### src/rtl/pipeline_hazard_ctrl.sv
// Stall/flush sequencer for the 5-stage pipeline: load-use bubbles, branch flushes, dmem waits.
// Optional performance counters are built only when HAZ_PERF_CNT_EN is defined.
//
// state    | meaning
// RUN      | normal issue; load-use and taken-branch handling
// MEM_WAIT | data memory stalled; whole pipe held
// FLUSH    | extra IF flush cycles after a taken branch
// FAULT    | memory timeout; pipeline frozen until reset
module pipeline_hazard_ctrl #(
  parameter int BRANCH_PENALTY = 1,
  parameter int MEM_TIMEOUT    = 64,
  parameter int CNT_W          = 32
) (
  input  logic             clk,
  input  logic             rst_n,
  input  logic             IDEX_MemoryRead,
  input  logic [4:0]       IDEX_rd,
  input  logic [4:0]       IFID_rs1,
  input  logic [4:0]       IFID_rs2,
  input  logic             branch,
  input  logic             dmem_req,
  input  logic             dmem_ready,
  output logic             PCWrite,
  output logic             IFIDWrite,
  output logic             IF_flush,
  output logic             IDEX_bubble,
  output logic             pipe_hold,
  output logic             mem_fault,
  output logic [CNT_W-1:0] stall_cycles,
  output logic [CNT_W-1:0] flush_cycles
);

  typedef enum logic [1:0] {RUN, MEM_WAIT, FLUSH, FAULT} state_t;

  state_t     state;
  logic [7:0] wait_cnt;
  logic [1:0] flush_cnt;
  logic       lu_haz;
  logic       mw;

  assign lu_haz = IDEX_MemoryRead && (IDEX_rd != 5'd0) &&
                  ((IDEX_rd == IFID_rs1) || (IDEX_rd == IFID_rs2));
  assign mw     = dmem_req && !dmem_ready;

  // Outputs respond in the same cycle as the hazard inputs.
  always_comb begin
    PCWrite     = 1'b1;
    IFIDWrite   = 1'b1;
    IF_flush    = 1'b0;
    IDEX_bubble = 1'b0;
    pipe_hold   = 1'b0;
    if (!rst_n) begin
      PCWrite     = 1'b0;
      IFIDWrite   = 1'b0;
      IF_flush    = 1'b1;
      IDEX_bubble = 1'b1;
    end else begin
      case (state)
        RUN: begin
          if (mw) begin
            PCWrite   = 1'b0;
            IFIDWrite = 1'b0;
            pipe_hold = 1'b1;
          end else if (lu_haz) begin
            PCWrite     = 1'b0;
            IFIDWrite   = 1'b0;
            IDEX_bubble = 1'b1;
          end else if (branch) begin
            IF_flush = 1'b1;
          end
        end
        MEM_WAIT: begin
          if (mw) begin
            PCWrite   = 1'b0;
            IFIDWrite = 1'b0;
            pipe_hold = 1'b1;
          end
        end
        FLUSH: begin
          if (mw) begin
            PCWrite   = 1'b0;
            IFIDWrite = 1'b0;
            pipe_hold = 1'b1;
          end else begin
            IF_flush = 1'b1;
          end
        end
        FAULT: begin
          PCWrite     = 1'b0;
          IFIDWrite   = 1'b0;
          IF_flush    = 1'b1;
          IDEX_bubble = 1'b1;
          pipe_hold   = 1'b1;
        end
        default: ;
      endcase
    end
  end

  always_ff @(posedge clk or negedge rst_n) begin
    if (!rst_n) begin
      state     <= RUN;
      wait_cnt  <= 8'd0;
      flush_cnt <= 2'd0;
      mem_fault <= 1'b0;
    end else begin
      case (state)
        RUN: begin
          if (mw) begin
            wait_cnt <= 8'd1;
            state    <= MEM_WAIT;
          end else if (!lu_haz && branch && (BRANCH_PENALTY > 1)) begin
            flush_cnt <= 2'(BRANCH_PENALTY - 1);
            state     <= FLUSH;
          end
        end
        MEM_WAIT: begin
          if (!mw) begin
            wait_cnt <= 8'd0;
            state    <= RUN;
          end else if (wait_cnt == 8'(MEM_TIMEOUT)) begin
            mem_fault <= 1'b1;
            state     <= FAULT;
          end else begin
            wait_cnt <= wait_cnt + 8'd1;
          end
        end
        FLUSH: begin
          // A memory stall abandons whatever flush is left.
          if (mw) begin
            flush_cnt <= 2'd0;
            wait_cnt  <= 8'd1;
            state     <= MEM_WAIT;
          end else if (flush_cnt <= 2'd1) begin
            flush_cnt <= 2'd0;
            state     <= RUN;
          end else begin
            flush_cnt <= flush_cnt - 2'd1;
          end
        end
        FAULT: state <= FAULT;
        default: state <= RUN;
      endcase
    end
  end

`ifdef HAZ_PERF_CNT_EN
  logic [CNT_W-1:0] stall_q;
  logic [CNT_W-1:0] flush_q;

  always_ff @(posedge clk or negedge rst_n) begin
    if (!rst_n) begin
      stall_q <= '0;
      flush_q <= '0;
    end else begin
      if (!PCWrite && (stall_q != '1)) stall_q <= stall_q + 1'b1;
      if (IF_flush && (flush_q != '1)) flush_q <= flush_q + 1'b1;
    end
  end

  assign stall_cycles = stall_q;
  assign flush_cycles = flush_q;
`else
  assign stall_cycles = '0;
  assign flush_cycles = '0;
`endif

endmodule
### config.mk
export PLATFORM = sky130hd
export DESIGN_NAME = pipeline_hazard_ctrl
export DESIGN_NICKNAME = d
export VERILOG_FILES = /design/src/rtl/pipeline_hazard_ctrl.sv
export SDC_FILE = /design/constraint.sdc
export NUM_CORES = 1
export LEC_CHECK = 0
export CAP_MARGIN = 10
export CORE_MARGIN = 2
export CORE_UTILIZATION = 38
export DETAILED_ROUTE_END_ITERATION = 10
export PLACE_DENSITY = 0.91
export SYNTH_ARGS = -nofsm -noshare
export SYNTH_HDL_FRONTEND = slang
export SYNTH_SLANG_ARGS = --single-unit
### constraint.sdc
create_clock -name clk -period 2.27 [get_ports clk]
set_input_delay 0.454 -clock clk [delete_from_list [all_inputs] [get_ports clk]]
set_output_delay 0.454 -clock clk [all_outputs]
set_load 0.05 [all_outputs]
# Word-level counts from Yosys, hierarchy flattened
# Index checks and enable logic that the tools add are counted.
[totals]
regBits = 13
latch_bits = 0
ramBits = 0
mem_bits_ro = 0
in_bits = 21
output_inout_bits = 70
mem_count = 0
[op_classes]
addsub = 2
n_mul = 0
div_mod_pow = 0
n_lt_le_gt_ge = 1
eq_ne = 11
shift = 0
mux = 29
bitwise_logic = 0
n_reduce_logical = 14
[ops]
columns = ["operator", "n"]
rows = [
  ["2-to-1 mux 8 bit", 3],
  ["case mux 8 bit (2 select lines)", 1],
  ["2-to-1 mux 2 bit", 7],
  ["2-to-1 mux 1 bit", 13],
  ["equality test 5 bit", 2],
  ["!= test 3 bit (second input constant)", 3],
  ["AND reduction 3 bit", 3],
  ["adder 8 x 1 -> 8 bit (second input constant)", 1],
  ["equality test 8 x 7 -> 1 bit (second input constant)", 1],
  ["case mux 2 bit (4 select lines)", 1],
  ["case mux 1 bit (3 select lines)", 2],
  ["nonzero test 5 bit", 1],
  ["equality test 2 bit (second input constant)", 2],
  ["case mux 1 bit (2 select lines)", 2],
  ["OR reduction 2 bit", 2],
  ["logical AND 1 bit", 3],
  ["OR reduction 3 bit", 1],
  ["equality test 2 x 1 -> 1 bit (second input constant)", 1],
  ["<= comparator 2 x 1 -> 1 bit (second input constant)", 1],
  ["zero test 2 bit", 1],
  ["!= test 2 x 1 -> 1 bit (second input constant)", 1],
  ["!= test 2 bit (second input constant)", 1],
  ["nonzero test 2 bit", 1],
  ["subtractor 2 x 1 -> 2 bit (second input constant)", 1],
  ["2 further kinds", 2],
]

# Longest topological paths before layout
[logic_depth]
depth_word = 7
depth_mapped = 7
mapped_depth_nobuf = 6

# Worst setup path after synthesis
# OpenSTA, ideal clock, no wires.
[synth_path]
path_kind = "input port to output port"
startpoint = "input IDEX_rd[1]"
endpoint = "output PCWrite"
arrival_ns = 2.375
path_slack_ns = -0.559
cell_stages = 5
path_buffers = 1
cell_sequence = "or4_1 -> o21ai_1 -> nor2_1 -> a21oi_1 -> buf_4"
[synth_between]
elab_chain_cells = 7
elab_cells_between_ends = 10
[synth_rtl]
columns = ["element", "line", "rtl"]
rows = [
  ["start, declared", "17", "input logic [4:0] IDEX_rd,"],
  ["equality test 5 bit / nonzero test 5 bit (equally long branches)", "42, 41", ""],
  ["logical OR 1 bit / logical AND 1 bit (equally long branches)", "42, 41", ""],
  ["logical AND 1 bit *", "41", "assign lu_haz = IDEX_MemoryRead && (IDEX_rd != 5'd0) &&"],
  ["2-to-1 mux 1 bit * (2 in a row)", "n/a", ""],
  ["case mux 1 bit (3 select lines) *", "n/a", ""],
  ["2-to-1 mux 1 bit *", "n/a", ""],
  ["end, declared", "23", "output logic PCWrite,"],
]
# Every way passes the cells marked *; elsewhere a longest branch is shown, timed or not.

# Worst setup path in the final report
[layout_path]
startpoint = "input IFID_rs2[3]"
endpoint = "output PCWrite"
[layout_between]
elab_chain_cells = 7
[layout_rtl]
columns = ["element", "line", "rtl"]
rows = [
  ["start, declared", "19", "input logic [4:0] IFID_rs2,"],
  ["equality test 5 bit", "42", "((IDEX_rd == IFID_rs1) || (IDEX_rd == IFID_rs2));"],
  ["logical OR 1 bit", "42", ""],
  ["logical AND 1 bit", "41", ""],
  ["2-to-1 mux 1 bit", "64", "end else if (lu_haz) begin"],
  ["2-to-1 mux 1 bit", "60", "if (mw) begin"],
  ["case mux 1 bit (3 select lines)", "58", "case (state)"],
  ["2-to-1 mux 1 bit", "52", "if (!rst_n) begin"],
]
# No other way between the ends.

==> qor.yml <==
finish:
  layout_common_cells: "conb_1 (64), buf_4 (15), clkdlybuf4s50_1 (14)"
  fin_nets: 250
  layout_commonest_cell: "conb_1"
  stdcell_area_mm2: 0.00183
  antenna_cells: 0
  fillCellCount: 367
  multi_input_area_um2: 975
  area_growth_pct: 20.8
  regArea_um2: 325
  drive_gt1_share_pct: 19.5
synthesis:
  avgSynthCellArea_um2: 8.39
  yosys_warnings: 0
  ys_types: 39
  synthCells: 181
  netlist_area_mm2: 0.00152
  ys_ff_latch: 13
  ys_seq_area_share_pct: 21.4
power_and_ir_drop:
  p_leak_nw: 0.906
  p_total_mw: 1.40
  power_density_mw_per_mm2: 765
  vdd_drop_max_mv: 0.232
setup_path:
  cp-startpoint: "IFID_rs2[3]"
  cp-start-kind: "input port"
  reg2reg_slack_ps: 210
  cp.required_ps: 1820
  critical_path_class: "in2out"
  crit_arrival_ps: 1770
  cp-end-kind: "output pin"
  worstPathCellList: "clkdlybuf4s50_1 > xnor2_1 > nand3_1 > o22ai_2 > buf_4 > a21oi_4 > buf_12"
  path_max_fanout: 2
  critical-path-slowest-cell: "clkdlybuf4s50_1"
  slowest_delay_ps: 490
  rr_startpoint: "state[0]"
die:
  die_area_mm2: 0.00452
  row_count: 22
  initial_utilization_pct: 40.6
  io_pins: 91
  die_y_um: 67.2
  core_mm2: 0.00374
  die_w_um: 67.2
placed_design:
  port_buffers: 26
  pre_cts_ws_ps: -310
  gp_congestion: 0.821
  place_area_mm2: 0.00171
  dp_hpwl_um: 2450
worst_hold_path:
  hold_path.class: "reg2reg"
  hp-start: "mem_fault"
cts:
  clk_latency_ps: 250
  tritoncts: "built"
  cts_hold_buf: 0
  root_buffer: "clkbuf_8"
  cts_made_buffers: 3
  path_clk_slew_ps: 50
  cts_max_level: 1
  clock-sinks: 13
  clock_path_buffers: 2
timing:
  holdWs_ps: 467
  period_minus_slack_ps: 2230
  hold_violations: 0
  finalCritPeriodShare_pct: 98.0
  setup-violations-final: 0
  fin_skew_ps: 2.81
  drv_slew: 0
  worst_slack_ps: 44.3
  clock.fmax_ghz: 0.449
  finalSetupTns_ps: 0
global_routing:
  antenna_found_initial: 0
  grt.total_usage_pct: 13.4
  grt_max_degree: 17
  grt_pass1_vias: 1020
  grt.overflow.total: 0
  grt_pass1_wl_um: 4590
detailed_routing:
  drcViolationCount: 0
  drt_iter0_markers: 49
  drt-pass1-iter-count: 4
  wirelength_um: 3150
  ant_nets: 0
  drt-vias-per-instance: 4.49
  vias: 1208
  wl_per_cell_um: 11.7
run:
  cap_violations: 0
status:
  status: "complete, no violations"
[power by group]
| part | internal, mW | leakage, nW | total, mW | switching, mW |
|---|---|---|---|---|
| registers | 0.264 | 0.176 | 0.302 | 0.0379 |
| clock network | 0.124 | 0.0228 | 0.210 | 0.0862 |
| logic | 0.303 | 0.707 | 0.892 | 0.589 |
[path summary, 6_finish.rpt]
| kind | end | cells after the start |
|---|---|---|
| max in group asynchronous | state[0] | 2 |
| min reg2reg | mem_fault | 1 |
| min in group asynchronous | wait_cnt[7] | 2 |
| min | mem_fault | 1 |
| max reg2reg | wait_cnt[7] | 5 |
| max | PCWrite | 7 |
[cell usage after synthesis, drive strengths merged]
library cell | number | area, um^2
and3 | 2 | 12.5
a41oi | 1 | 8.76
a31oi | 2 | 12.5
conb | 1 | 3.75
o21ai | 6 | 30.0
clkbuf | 1 | 3.75
or2 | 1 | 6.26
or3 | 1 | 11.3
o31ai | 9 | 67.6
and2b | 1 | 10.0
a211oi | 1 | 7.51
nor2 | 7 | 26.3
nand2 | 6 | 22.5
a21boi | 1 | 7.51
nand3 | 8 | 40.0
nor4 | 1 | 6.26
o22ai | 1 | 6.26
nand2b | 2 | 12.5
ha | 7 | 87.6
xnor2 | 10 | 87.6
or4b | 1 | 10.0
a21oi | 6 | 30.0
nor4bb | 1 | 10.0
nor3 | 1 | 5.00
or4 | 1 | 7.51
inv | 7 | 26.3
mux2 | 2 | 22.5
and4 | 2 | 17.5
a21o | 1 | 7.51
mux2i | 3 | 30.0
buf | 68 | 503
dfrtp | 13 | 325
a22o | 1 | 8.76
o211ai | 1 | 7.51
o41ai | 2 | 25.0
nor2b | 2 | 12.5
[flip-flops by register name, indices dropped and copies added (netlist names)]
name       cells
flush_cnt      2
mem_fault      1
state          2
wait_cnt       8
[final cells by class]
type,count,area share (%)
clock buffers,4,2.46
multi-input cells,155,53.1
inverters,7,1.43
repair buffers,42,22.0
well taps,48,3.27
flip-flops and latches,13,17.7
[worst max-delay path, delay by kind of cell]
family                    cells  cell delay, ps
buffers and inverters         3             820
AOI/OAI and AO/OA             2             250
xor gates and xnor gates      1             140
and+or+nand+nor               1             100
[cell families after synthesis]
group	Yosys count	synth area share, %
multiplexers	5	3.46
adder cells (fa/ha/maj)	7	5.77
buffers and inverters	76	35.1
other	1	0.247
AND/OR/NAND/NOR	37	13.8
AO/OA/AOI/OAI	32	14.4
flip-flops	13	21.4
XOR/XNOR	10	5.77
[stage by stage]
stage,util (%),cells
after floorplan,-,244
after global placement,45.8,263
after detailed placement,45.8,263
after CTS,48.0,267
after global routing,49.0,269
final,49.0,269
[repair_timing]
action / 4_1_cts / 5_1_grt
setup buffers: 0 / 2
setup endpoints to repair: 4 / 4
gates resized for setup: 18 / 12
pin swaps: 5 / 6
[layer usage]
layer,vias to the layer above,GRT usage [%],share of wire (%),wire [um]
li1,569,-,-,-
met1,573,16.1,39,1230
met2,57,22.9,52,1630
met3,9,2.83,7.0,219
met4,0,6.12,2.0,64
met5,-,0,0,0
No activity file was read; power rests on OpenSTA's default activity.
